[src/rtl/mm_stream_hub_pkg.sv]
`default_nettype none
// ============================================================================
// Module : mm_stream_pkg
// Desc   : Register offsets, ERR bit indices and status-field positions.
// Rev    : 1.0
// ============================================================================
package mm_stream_pkg;
    localparam logic [5:0] OFF_RX_DATA = 6'h00;
    localparam logic [5:0] OFF_RX_STAT = 6'h04;
    localparam logic [5:0] OFF_TX_STAT = 6'h08;
    localparam logic [5:0] OFF_ERR     = 6'h0C;
    localparam logic [5:0] OFF_TX_BASE = 6'h10;

    localparam int ERR_TX_FULL  = 0;
    localparam int ERR_RX_EMPTY = 1;
    localparam int ERR_W        = 2;

    localparam int RX_STAT_EMPTY = 16;
    localparam int RX_STAT_FULL  = 17;
    localparam int TX_STAT_EMPTY = 8;

    function automatic logic [3:0] word_of(input logic [5:0] off);
        return off[5:2];
    endfunction
endpackage
`default_nettype wire

[src/rtl/mm_stream_hub_if.sv]
`default_nettype none
// ============================================================================
// Module : mm_stream_hub_if
// Desc   : CPU register port plus inbound/outbound stream bundle.
// Rev    : 1.0
// ============================================================================
interface mm_stream_hub_if #(
    parameter int DATA_W = 32,
    parameter int NUM_TX = 4
);
    logic                     sel_i;
    logic [5:0]               addr_i;
    logic [DATA_W-1:0]        wdata_i;
    logic [3:0]               we_i;
    logic                     re_i;
    logic [DATA_W-1:0]        rdata_o;
    logic                     stall_o;
    logic [DATA_W-1:0]        rx_data_i;
    logic                     rx_valid_i;
    logic                     rx_ready_o;
    logic [NUM_TX*DATA_W-1:0] tx_data_o;
    logic [NUM_TX-1:0]        tx_valid_o;
    logic [NUM_TX-1:0]        tx_ready_i;
    logic                     irq_o;

    modport slave (
        input  sel_i, addr_i, wdata_i, we_i, re_i, rx_data_i, rx_valid_i, tx_ready_i,
        output rdata_o, stall_o, rx_ready_o, tx_data_o, tx_valid_o, irq_o
    );
    modport master (
        output sel_i, addr_i, wdata_i, we_i, re_i, rx_data_i, rx_valid_i, tx_ready_i,
        input  rdata_o, stall_o, rx_ready_o, tx_data_o, tx_valid_o, irq_o
    );
endinterface
`default_nettype wire

[src/rtl/mm_stream_hub_sync_fifo.sv]
`default_nettype none
// ============================================================================
// Module : sync_fifo
// Desc   : First-word-fall-through FIFO; push refused when full at cycle start.
// Rev    : 1.0
// ============================================================================
module sync_fifo #(
    parameter int DATA_W = 32,
    parameter int DEPTH  = 8
) (
    input  wire logic                     clk_i,
    input  wire logic                     reset_i,
    input  wire logic                     push,
    input  wire logic                     pop,
    input  wire logic [DATA_W-1:0]        wdata,
    output logic      [DATA_W-1:0]        rdata,
    output logic                          full,
    output logic                          empty,
    output logic      [$clog2(DEPTH):0]   count
);
    localparam int AW = $clog2(DEPTH);

    logic [DATA_W-1:0] r_mem [DEPTH];
    logic [AW-1:0]     r_wptr;
    logic [AW-1:0]     r_rptr;
    logic [AW:0]       r_count;
    logic              w_push;
    logic              w_pop;

    assign full   = (r_count == (AW+1)'(DEPTH));
    assign empty  = (r_count == '0);
    assign count  = r_count;
    assign rdata  = r_mem[r_rptr];
    assign w_push = push & ~full;
    assign w_pop  = pop & ~empty;

    always_ff @(posedge clk_i) begin
        if (w_push) begin
            r_mem[r_wptr] <= wdata;
        end
    end

    always_ff @(posedge clk_i or negedge reset_i) begin
        if (!reset_i) begin
            r_wptr  <= '0;
            r_rptr  <= '0;
            r_count <= '0;
        end else begin
            if (w_push) r_wptr <= r_wptr + 1'b1;
            if (w_pop)  r_rptr <= r_rptr + 1'b1;
            case ({w_push, w_pop})
                2'b10:   r_count <= r_count + 1'b1;
                2'b01:   r_count <= r_count - 1'b1;
                default: r_count <= r_count;
            endcase
        end
    end
endmodule
`default_nettype wire

[src/rtl/mm_stream_hub.sv]
`default_nettype none
// ============================================================================
// Module : mm_stream_hub
// Desc   : Memory-mapped CPU port feeding NUM_TX outbound FIFOs and one RX FIFO.
// Rev    : 1.0
// ============================================================================
module mm_stream_hub
    import mm_stream_pkg::*;
#(
    parameter int DATA_W   = 32,
    parameter int NUM_TX   = 4,
    parameter int DEPTH    = 8,
    parameter int BLOCKING = 1
) (
    input  wire logic       clk_i,
    input  wire logic       reset_i,
    mm_stream_hub_if.slave  bus
);
    localparam int CW = $clog2(DEPTH) + 1;

    logic [3:0]             w_word;
    logic                   w_wr;
    logic                   w_rd_rx;
    logic [NUM_TX-1:0]      w_tx_hit;
    logic [NUM_TX-1:0]      w_tx_push;
    logic [NUM_TX-1:0]      w_tx_full;
    logic [NUM_TX-1:0]      w_tx_empty;
    logic [NUM_TX*CW-1:0]   w_tx_count;
    logic [NUM_TX*DATA_W-1:0] w_tx_data;
    logic                   w_tx_full_hit;
    logic                   w_rx_empty_rd;
    logic                   w_stall;
    logic                   w_rx_full;
    logic                   w_rx_empty;
    logic                   w_rx_pop;
    logic                   w_rx_push;
    logic [DATA_W-1:0]      w_rx_head;
    logic [CW-1:0]          w_rx_count;
    logic [ERR_W-1:0]       r_err;
    logic [ERR_W-1:0]       w_err_set;
    logic [ERR_W-1:0]       w_err_clr;
    logic                   r_run;
    logic [31:0]            w_rd32;
    logic [31:0]            w_rx_stat;
    logic [31:0]            w_tx_stat;
    logic                   w_unused;

    assign w_word  = bus.addr_i[5:2];
    assign w_wr    = bus.sel_i & (|bus.we_i);
    assign w_rd_rx = bus.sel_i & bus.re_i & (w_word == word_of(OFF_RX_DATA));

    generate
        for (genvar c = 0; c < NUM_TX; c++) begin : g_tx
            assign w_tx_hit[c]  = w_wr & (w_word == word_of(OFF_TX_BASE) + 4'(c));
            assign w_tx_push[c] = w_tx_hit[c] & ~w_stall;
            sync_fifo #(.DATA_W(DATA_W), .DEPTH(DEPTH)) u_fifo (
                .clk_i,
                .reset_i,
                .push  (w_tx_push[c]),
                .pop   (bus.tx_ready_i[c]),
                .wdata (bus.wdata_i),
                .rdata (w_tx_data[c*DATA_W +: DATA_W]),
                .full  (w_tx_full[c]),
                .empty (w_tx_empty[c]),
                .count (w_tx_count[c*CW +: CW])
            );
        end
    endgenerate

    sync_fifo #(.DATA_W(DATA_W), .DEPTH(DEPTH)) u_rx_fifo (
        .clk_i,
        .reset_i,
        .push  (w_rx_push),
        .pop   (w_rx_pop),
        .wdata (bus.rx_data_i),
        .rdata (w_rx_head),
        .full  (w_rx_full),
        .empty (w_rx_empty),
        .count (w_rx_count)
    );

    // A stalled access is held off entirely, so neither its push nor its pop lands.
    assign w_tx_full_hit = |(w_tx_hit & w_tx_full);
    assign w_rx_empty_rd = w_rd_rx & w_rx_empty;
    assign w_stall       = (BLOCKING != 0) ? (w_tx_full_hit | w_rx_empty_rd) : 1'b0;
    assign w_rx_pop      = w_rd_rx & ~w_stall;
    assign w_rx_push     = bus.rx_valid_i & bus.rx_ready_o;

    assign bus.stall_o    = w_stall;
    assign bus.rx_ready_o = r_run & ~w_rx_full;
    assign bus.tx_valid_o = ~w_tx_empty;
    assign bus.tx_data_o  = w_tx_data;
    assign bus.irq_o      = ~w_rx_empty | (|r_err);

    always_comb begin
        w_err_set               = '0;
        w_err_set[ERR_TX_FULL]  = (BLOCKING == 0) && w_tx_full_hit;
        w_err_set[ERR_RX_EMPTY] = (BLOCKING == 0) && w_rx_empty_rd;
    end
    assign w_err_clr = (w_wr && (w_word == word_of(OFF_ERR))) ? bus.wdata_i[ERR_W-1:0] : '0;

    always_ff @(posedge clk_i or negedge reset_i) begin
        if (!reset_i) begin
            r_err <= '0;
            r_run <= 1'b0;
        end else begin
            r_err <= (r_err & ~w_err_clr) | w_err_set;
            r_run <= 1'b1;
        end
    end

    always_comb begin
        w_rx_stat                          = '0;
        w_rx_stat[CW-1:0]                  = w_rx_count;
        w_rx_stat[RX_STAT_EMPTY]           = w_rx_empty;
        w_rx_stat[RX_STAT_FULL]            = w_rx_full;
        w_tx_stat                          = '0;
        w_tx_stat[NUM_TX-1:0]              = w_tx_full;
        w_tx_stat[TX_STAT_EMPTY +: NUM_TX] = w_tx_empty;
        w_rd32                             = '0;
        case (w_word)
            word_of(OFF_RX_DATA): w_rd32[DATA_W-1:0] = w_rx_empty ? '0 : w_rx_head;
            word_of(OFF_RX_STAT): w_rd32 = w_rx_stat;
            word_of(OFF_TX_STAT): w_rd32 = w_tx_stat;
            word_of(OFF_ERR):     w_rd32[ERR_W-1:0] = r_err;
            default:              w_rd32 = '0;
        endcase
    end
    assign bus.rdata_o = w_rd32[DATA_W-1:0];

    assign w_unused = ^{bus.addr_i[1:0], w_tx_count};
endmodule
`default_nettype wire

[src/flat_wrapper.sv]
// flat-port wrapper written by rule: the top's interface ports become plain ports
module mm_stream_hub_flat import mm_stream_pkg::*;
#(
    parameter int DATA_W   = 32,
    parameter int NUM_TX   = 4,
    parameter int DEPTH    = 8,
    parameter int BLOCKING = 1
)
  (clk_i, reset_i, bus_sel_i, bus_addr_i, bus_wdata_i, bus_we_i, bus_re_i, bus_rx_data_i, bus_rx_valid_i, bus_tx_ready_i, bus_rdata_o, bus_stall_o, bus_rx_ready_o, bus_tx_data_o, bus_tx_valid_o, bus_irq_o);
  mm_stream_hub_if #(.DATA_W(DATA_W), .NUM_TX(NUM_TX)) bus_i ();
  input  wire logic clk_i;
  input  wire logic reset_i;
  input wire logic [$bits(bus_i.sel_i)-1:0] bus_sel_i;
  input wire logic [$bits(bus_i.addr_i)-1:0] bus_addr_i;
  input wire logic [$bits(bus_i.wdata_i)-1:0] bus_wdata_i;
  input wire logic [$bits(bus_i.we_i)-1:0] bus_we_i;
  input wire logic [$bits(bus_i.re_i)-1:0] bus_re_i;
  input wire logic [$bits(bus_i.rx_data_i)-1:0] bus_rx_data_i;
  input wire logic [$bits(bus_i.rx_valid_i)-1:0] bus_rx_valid_i;
  input wire logic [$bits(bus_i.tx_ready_i)-1:0] bus_tx_ready_i;
  output wire logic [$bits(bus_i.rdata_o)-1:0] bus_rdata_o;
  output wire logic [$bits(bus_i.stall_o)-1:0] bus_stall_o;
  output wire logic [$bits(bus_i.rx_ready_o)-1:0] bus_rx_ready_o;
  output wire logic [$bits(bus_i.tx_data_o)-1:0] bus_tx_data_o;
  output wire logic [$bits(bus_i.tx_valid_o)-1:0] bus_tx_valid_o;
  output wire logic [$bits(bus_i.irq_o)-1:0] bus_irq_o;
  assign bus_i.sel_i = bus_sel_i;
  assign bus_i.addr_i = bus_addr_i;
  assign bus_i.wdata_i = bus_wdata_i;
  assign bus_i.we_i = bus_we_i;
  assign bus_i.re_i = bus_re_i;
  assign bus_i.rx_data_i = bus_rx_data_i;
  assign bus_i.rx_valid_i = bus_rx_valid_i;
  assign bus_i.tx_ready_i = bus_tx_ready_i;
  assign bus_rdata_o = bus_i.rdata_o;
  assign bus_stall_o = bus_i.stall_o;
  assign bus_rx_ready_o = bus_i.rx_ready_o;
  assign bus_tx_data_o = bus_i.tx_data_o;
  assign bus_tx_valid_o = bus_i.tx_valid_o;
  assign bus_irq_o = bus_i.irq_o;
  mm_stream_hub #(.DATA_W(DATA_W), .NUM_TX(NUM_TX), .DEPTH(DEPTH), .BLOCKING(BLOCKING)) u_core (.clk_i(clk_i), .reset_i(reset_i), .bus(bus_i));
endmodule
[config.mk]
export PLATFORM = sky130hd
export DESIGN_NAME = mm_stream_hub_flat
export DESIGN_NICKNAME = d
export VERILOG_FILES = /design/src/rtl/mm_stream_hub_pkg.sv /design/src/rtl/mm_stream_hub_if.sv /design/src/rtl/mm_stream_hub_sync_fifo.sv /design/src/rtl/mm_stream_hub.sv /design/src/flat_wrapper.sv
export SDC_FILE = /design/constraint.sdc
export NUM_CORES = 1
export LEC_CHECK = 0
export ABC_CLOCK_PERIOD_IN_PS = 5200
export CORE_MARGIN = 3
export CORE_UTILIZATION = 40
export DETAILED_ROUTE_END_ITERATION = 12
export PLACE_DENSITY = 0.65
export SLEW_MARGIN = 20
export SYNTH_ARGS = -nofsm -noshare
export SYNTH_HDL_FRONTEND = slang
export SYNTH_SLANG_ARGS = --single-unit
export TNS_END_PERCENT = 100
[constraint.sdc]
create_clock -name clk_i -period 5.2 [get_ports clk_i]
set_input_delay 0.52 -clock clk_i [delete_from_list [all_inputs] [get_ports clk_i]]
set_output_delay 0.52 -clock clk_i [all_outputs]
set_load 0.01 [all_outputs]
==> run summary, run 1 <==
number of flops mapped to enable cells by yosys - 1280
slew at the pin closest to its max-slew limit - 1.006 ns
crit start category - flip-flop
Final Hold Slack - 0.2978 ns
H-tree depth reported by CTS - 4
warning count from the yosys run - 0
Total Routing Usage GR - 16.82%
initial cell density of the core - 40.62%
number of max-capacitance violations reported - 0
area fraction in compound gates after synthesis - 0.7278%
arithmetic-cell share of the synthesized area counting full adders, half adders and majority gates - 0.6475%
number of remaining DRC errors - 0
count of input and output buffers - 247
residual antenna-violating net count after detailed routing - 0
mux contribution to synthesized area - 17.34%
leakage power of the design - 19.10 nW
class of the most critical hold timing path - input pin to flip-flop
register clock-pin slew on the reported worst setup and hold paths - 0.06 ns
top_reg_cell synth - sky130_fd_sc_hd__edfxtp_1
final slew viol count - 0
kind of capture point of the worst setup path - primary output
aggregate routed wire length - 110.4 mm
main combinational cell family by area after synthesis - multiplexers
Mapped Avg Cell Area - 22.86 sq um
total negative slack for setup checks - 0 ns
overall die area - 132800 sq um
number of failing hold endpoints at the final stage - 0
Initial DRT Pass Iterations - 7
share of layout cells above drive strength 1 - 29.86%
Cells after DPL - 4115
maximum clock rate - 0.2412 GHz
die height - 364.5 microns
end-of-flow core utilization - 47.83%
post-CTS setup repair buffer count - 0
vias in the first global route - 25.11k
relative slew slack - 32.93%
total of flip-flops plus latches after synthesis - 1333
Synth Cell Area - 51400 sq um
via count - 23.57k
Power, Total - 30.79 mW
cell area after placement - 56280 sq um
final period utilization - 79.73%
initial antenna violation count - 3
worst-skew pair later-pin latency - 0.76 ns
clock tree sinks - 1333
Setup-failing EPs final - 0
net count after synthesis - 2357
CTS tree - done
half-perimeter wire length after placement - 66.37 mm
Setup Crit Path Kind - flip-flop to primary output
number of DRC violations after detailed-routing iteration 0 - 1969
Final WS setup - 1.054 ns
Synth top area share - 74.78%
final net count - 2715
RSZ-0062 raised after global routing - false
maximum vdd drop - 361.0 uV
Die X - 364.5 microns
synthesized instance count - 2248
via-per-instance ratio - 5.402
post-synthesis cell type with the largest combined area - sky130_fd_sc_hd__edfxtp_1
number of standard cells in the layout, taps in and fillers out - 4364
Area growth, synth to finish - 17.75%
Max Root-Sink Buffers - 3
GRT Residual Overflow - 0
floorplan row count - 130
final design instance area without fill - 60520 sq um
I/O pin cnt - 250
critical path data required time - 4.68 ns
Crit path arrival time - 3.63 ns
global-route wire length before repair - 164.6 mm
leading post-synthesis cells by cell area - sky130_fd_sc_hd__edfxtp_1 75%, sky130_fd_sc_hd__mux4_2 14%, sky130_fd_sc_hd__mux2_2 3.1%, sky130_fd_sc_hd__dfrtp_1 2.6%, sky130_fd_sc_hd__ha_1 0.61%
number of different library cells in the post-synthesis netlist - 58
sequential element share of the synthesized area - 77.36%
floorplan core area - 126500 sq um
run status - completed
maximum fanout encountered on the critical timing path - 46
share of the synthesized netlist area taken by xor and xnor gates - 0.7157%
CTS Buf Count - 136
clk_skew - 0.03813 ns
footprint of the flip-flops and latches - 39790 sq um
Fill cells - 10.16k
area of combinational cells with multiple inputs - 11370 sq um
clk root buf - sky130_fd_sc_hd__clkbuf_16
simple logic cell fraction of the synthesized area - 2.152%
post-route minimum period - 4.146 ns
worst slack after detailed placement - 1.225 ns
average wire length per cell after detail routing - 25.30 microns
share of synthesized flip-flops with an asynchronous set or reset - 3.976%
Power Density - 508.8 nW/um^2
final weighted congestion of routability-driven global placement - 0.7339
pin count of the biggest net entering global routing - 54
==> routing by layer <==
| layer | vias up | GRT usage (%) | routed length, microns |
|---|---|---|---|
| met5 | - | 0 | 13 |
| met4 | 2 | 4.687 | 2193 |
| met3 | 135 | 3.788 | 6780 |
| met2 | 693 | 28.48 | 56250 |
| met1 | 12600 | 21.95 | 45170 |
| li1 | 10140 | - | - |
==> final timing paths <==
path	startpoint	endpoint	slack, ns	cells past startpoint
max	u_core.u_rx_fifo.r_rptr[0]	bus_rdata_o[23]	1.05	5
min	bus_wdata_i[5]	u_core.g_tx[1].u_fifo.r_mem[0][5]	0.30	1
min in group asynchronous	reset_i	u_core.u_rx_fifo.r_wptr[1]	0.45	3
min reg2reg	u_core.g_tx[0].u_fifo.r_wptr[2]	u_core.g_tx[0].u_fifo.r_wptr[2]	0.49	1
max reg2reg	u_core.g_tx[3].u_fifo.count[1]	u_core.g_tx[3].u_fifo.count[3]	2.28	8
max in group asynchronous	reset_i	u_core.g_tx[2].u_fifo.r_rptr[0]	4.08	3
==> flip-flops by register name (all words and copies together), names as in the netlist, 2 cells and up <==
signal,cells
u_core.u_rx_fifo.r_rptr,3
u_core.u_rx_fifo.count,4
u_core.g_tx.u_fifo.r_rptr,12
u_core.u_rx_fifo.r_mem,256
u_core.g_tx.u_fifo.r_mem,1024
u_core.g_tx.u_fifo.count,16
u_core.u_rx_fifo.r_wptr,3
u_core.r_err,2
u_core.g_tx.u_fifo.r_wptr,12
==> worst max-delay path: stages, from the launching register on <==
cell                              delay [ns]
sky130_fd_sc_hd__dfrtp_4                1.02
sky130_fd_sc_hd__buf_4                  0.52
sky130_fd_sc_hd__mux4_2                 0.57
sky130_fd_sc_hd__nand2_1                0.08
sky130_fd_sc_hd__a21oi_1                0.13
sky130_fd_sc_hd__clkdlybuf4s50_1        0.52
==> kinds of logic (layout without fill, tap and decap cells) <==
| family | count (synthesis) | count (layout) |
|---|---|---|
| AOI/OAI and AO/OA | 59 | 59 |
| xor gates and xnor gates | 42 | 42 |
| adders and majority gates | 26 | 26 |
| buffers and inverters | 119 | 584 |
| DFF | 1333 | 1333 |
| muxes | 472 | 472 |
| other | 1 | 2 |
| and+or+nand+nor | 196 | 196 |
==> final cells by class <==
type / instances / share of cell area, %
flip-flops and latches: 1333 / 65.75
well taps: 1650 / 3.411
clock buffers: 177 / 5.983
clock inverters: 68 / 1.067
multi-input cells: 796 / 18.78
diodes: 1 / 0.004135
inverters: 18 / 0.1116
repair buffers: 321 / 4.895
==> cell usage in the layout (no fill, tap or decap), drive strengths merged, types with 2 or more instances in the layout <==
master and instances:
nor2 42, xor2 18, nor4 8, a221o 4, nand3 7, mux2 144
ha 25, nor3 15, a21boi 2, dfrtp 53, mux4 320, o21ai 6
nor4bb 2, buf 97, clkinv 48, mux2i 8, nand2 70, o22ai 6
nor3b 5, nand3b 4, edfxtp 1280, a2111oi 2, nand2b 19, nor4b 9
inv 30, xnor2 24, a22oi 5, clkdlybuf4s50 223, clkbuf 177, a21oi 29
bufinv 7, or3 2, or4 5
==> where the power goes <==
part	internal [mW]	total, mW	leakage (nW)	switching (mW)
clock	5.31	9.29	2.08	3.98
sequential	12.2	13.2	12.1	1.01
combinational	4.71	8.30	4.87	3.59
total	22.2	30.8	19.1	8.57
==> cells in the mapped netlist (4+ instances only) <==
cell type,instances
sky130_fd_sc_hd__nor2_1,41
sky130_fd_sc_hd__nand3_1,6
sky130_fd_sc_hd__xor2_1,18
sky130_fd_sc_hd__nor4_1,5
sky130_fd_sc_hd__a221o_1,4
sky130_fd_sc_hd__nor3b_1,5
sky130_fd_sc_hd__buf_4,6
sky130_fd_sc_hd__mux4_2,320
sky130_fd_sc_hd__nand2b_1,19
sky130_fd_sc_hd__xnor2_1,24
sky130_fd_sc_hd__or4_1,4
sky130_fd_sc_hd__edfxtp_1,1280
sky130_fd_sc_hd__clkbuf_1,37
sky130_fd_sc_hd__a21oi_1,29
sky130_fd_sc_hd__mux2_2,143
sky130_fd_sc_hd__buf_2,44
sky130_fd_sc_hd__mux2i_1,8
sky130_fd_sc_hd__ha_1,25
sky130_fd_sc_hd__buf_1,12
sky130_fd_sc_hd__inv_1,17
sky130_fd_sc_hd__dfrtp_1,53
sky130_fd_sc_hd__o22ai_1,6
sky130_fd_sc_hd__a22oi_1,5
sky130_fd_sc_hd__o21ai_0,6
sky130_fd_sc_hd__nand2_1,70
sky130_fd_sc_hd__nor3_1,15
==> repair_timing <==
action	CTS	global route
resized for setup	0	0
hold buffers	1	0
setup endpoints to repair	0	0
endpoints found under the hold margin	53	0
(Power assumes the default switching activity.)
==> run 2: changes to the inputs <==
- ABC_CLOCK_PERIOD_IN_PS: 5200 -> 4000
- clock period: 5.2 -> 4 ns (I/O delays scaled with it)
==> run summary, run 2 (synthesized netlist as in run 1, its figures left out) <==
run status - completed
hold-fix buffer count after cts - 1
clock tree sinks - 1333
final slew viol count - 0
initial cell density of the core - 40.62%
floorplan core area - 126500 sq um
Area growth, synth to finish - 19.08%
GRT Residual Overflow - 0
register with the most flip-flops - u_core.g_tx.u_fifo.r_mem
aggregate routed wire length - 111.5 mm
number of DRC violations after detailed-routing iteration 0 - 1989
Crit path arrival time - 3.38 ns
Total Routing Usage GR - 16.95%
count of input and output buffers - 247
kind of capture point of the worst setup path - primary output
count of instances resized after the clock tree is built - 0
share of layout cells above drive strength 1 - 30.50%
maximum clock rate - 0.2646 GHz
relative slew slack - 36.61%
CTS tree - done
average wire length per cell after detail routing - 25.38 microns
clk root buf - sky130_fd_sc_hd__clkbuf_16
vias in the first global route - 25.32k
Cells after DPL - 4138
maximum single-stage delay on the critical path - 0.86 ns
Crit-path slowest cell - sky130_fd_sc_hd__dfrtp_4
Fill cells - 10.03k
number of standard cells in the layout, taps in and fillers out - 4393
maximum vdd drop - 572.0 uV
via-per-instance ratio - 5.406
half-perimeter wire length after placement - 65.59 mm
critical path data required time - 3.60 ns
hold path endpoint - u_core.g_tx[1].u_fifo.r_mem[7][24]
final period utilization - 94.47%
Reg2Reg Depth - 8
area of combinational cells with multiple inputs - 11350 sq um
register clock-pin slew on the reported worst setup and hold paths - 0.06 ns
Die X - 364.5 microns
maximum fanout encountered on the critical timing path - 32
Setup Crit Path Kind - flip-flop to primary output
crit start category - flip-flop
worst-skew pair later-pin latency - 0.75 ns
flop-to-flop setup slack - 1.11 ns
number of remaining DRC errors - 0
worst reg2reg startpoint - u_core.u_rx_fifo.count[2]
global-route wire length before repair - 165.5 mm
Max Root-Sink Buffers - 3
total negative slack for setup checks - 0 ns
via count - 23.75k
final weighted congestion of routability-driven global placement - 0.7299
I/O pin cnt - 250
hold wc startpoint - bus_wdata_i[24]
CTS Buf Count - 138
final net count - 2738
leading cell type in the layout, fill and taps excluded - sky130_fd_sc_hd__edfxtp_1
pin count of the biggest net entering global routing - 65
number of failing hold endpoints at the final stage - 0
Initial DRT Pass Iterations - 7
number of max-capacitance violations reported - 0
Setup-failing EPs final - 0
post-CTS setup repair buffer count - 0
RSZ-0062 raised after global routing - false
H-tree depth reported by CTS - 4
overall die area - 132800 sq um
clk_skew - 0.05584 ns
reg-to-reg critical path endpoint - u_core.u_rx_fifo.count[3]
flip-flop count of the largest register, all copies and words added - 1024
Power Density - 661.4 nW/um^2
leakage power of the design - 19.35 nW
floorplan row count - 130
residual antenna-violating net count after detailed routing - 0
slew at the pin closest to its max-slew limit - 0.9457 ns
worst hold path cell count - 1
footprint of the flip-flops and latches - 39790 sq um
post-route minimum period - 3.779 ns
leading cell types in the layout, fill and taps excluded - 1280 x sky130_fd_sc_hd__edfxtp_1, 320 x sky130_fd_sc_hd__mux4_2, 226 x sky130_fd_sc_hd__clkdlybuf4s50_1
die height - 364.5 microns
class of the most critical hold timing path - input pin to flip-flop
cells along the critical path - buf_4 > mux4_2 > mux2_2 > clkdlybuf4s50_1
initial antenna violation count - 13
Power, Total - 40.48 mW
-- run 2: changes by cell type in the layout (fill, tap and decap cells not counted), sizes merged --
cell,change
buf,+18
clkinv,+15
clkbuf,-11
inv,-5
clkinvlp,+4
diode,+4
clkdlybuf4s50,+3
bufinv,+1
-- run 2: per-layer routing --
metal	up-vias	track usage, %	routed length (microns)
met5	-	0	89
li1	10170	-	-
met3	155	5.078	9029
met2	793	27.88	55630
met4	14	4.424	2171
met1	12620	22.12	44590
-- run 2: final cells by class --
class                   count  share of cell area, %
well taps                1650                  3.373
inverters                  18                 0.1104
clock buffers             166                  5.848
multi-input cells         796                  18.54
flip-flops and latches   1333                  65.01
clock inverters            83                  1.435
repair buffers            342                  5.671
diodes                      5                0.02044
-- run 2: per-stage QoR --
stage / util, % / setup WS (ns) / area, sq um / hold slack, ns
floorplan: - / 0.002763 / 51410 / 0.1044
global placement: 44.90 / 0.7405 / 56820 / 0.4403
detailed placement: 44.89 / 0.6171 / 56800 / 0.4566
CTS: 48.42 / 0.1018 / 61270 / 0.1553
global route: 48.36 / 0.001865 / 61200 / 0.1464
finish: 48.37 / 0.2213 / 61210 / 0.1669
-- run 2: power breakdown --
group          switching (mW)  total (mW)  internal (mW)
Sequential              0.923        16.8           15.9
Clock                    5.41        12.4           7.02
Combinational            5.02        11.3           6.24
-- run 2: how the worst max path moves through the flow --
| stage | start | end | slack (ns) | depth (start not counted) |
|---|---|---|---|---|
| after floorplan | bus_addr_i[2] | u_core.g_tx[2].u_fifo.r_mem[0][0] | 0.003 | 5 |
| after detailed placement | bus_addr_i[2] | u_core.u_rx_fifo.count[3] | 0.62 | 8 |
| after CTS | u_core.g_tx[2].u_fifo.r_rptr[0] | bus_tx_data_o[68] | 0.10 | 4 |
| final | u_core.g_tx[2].u_fifo.r_rptr[0] | bus_tx_data_o[68] | 0.22 | 4 |
| after global placement | bus_addr_i[2] | bus_rdata_o[2] | 0.74 | 7 |
| after global routing | u_core.g_tx[2].u_fifo.r_rptr[0] | bus_tx_data_o[68] | 0.002 | 4 |
-- run 2: worst max-delay path, delay by kind of cell, from the launching register on --
| kind | cells | cell delay [ns] |
|---|---|---|
| flops | 1 | 0.86 |
| mux | 2 | 0.87 |
| buf+inv | 2 | 0.89 |
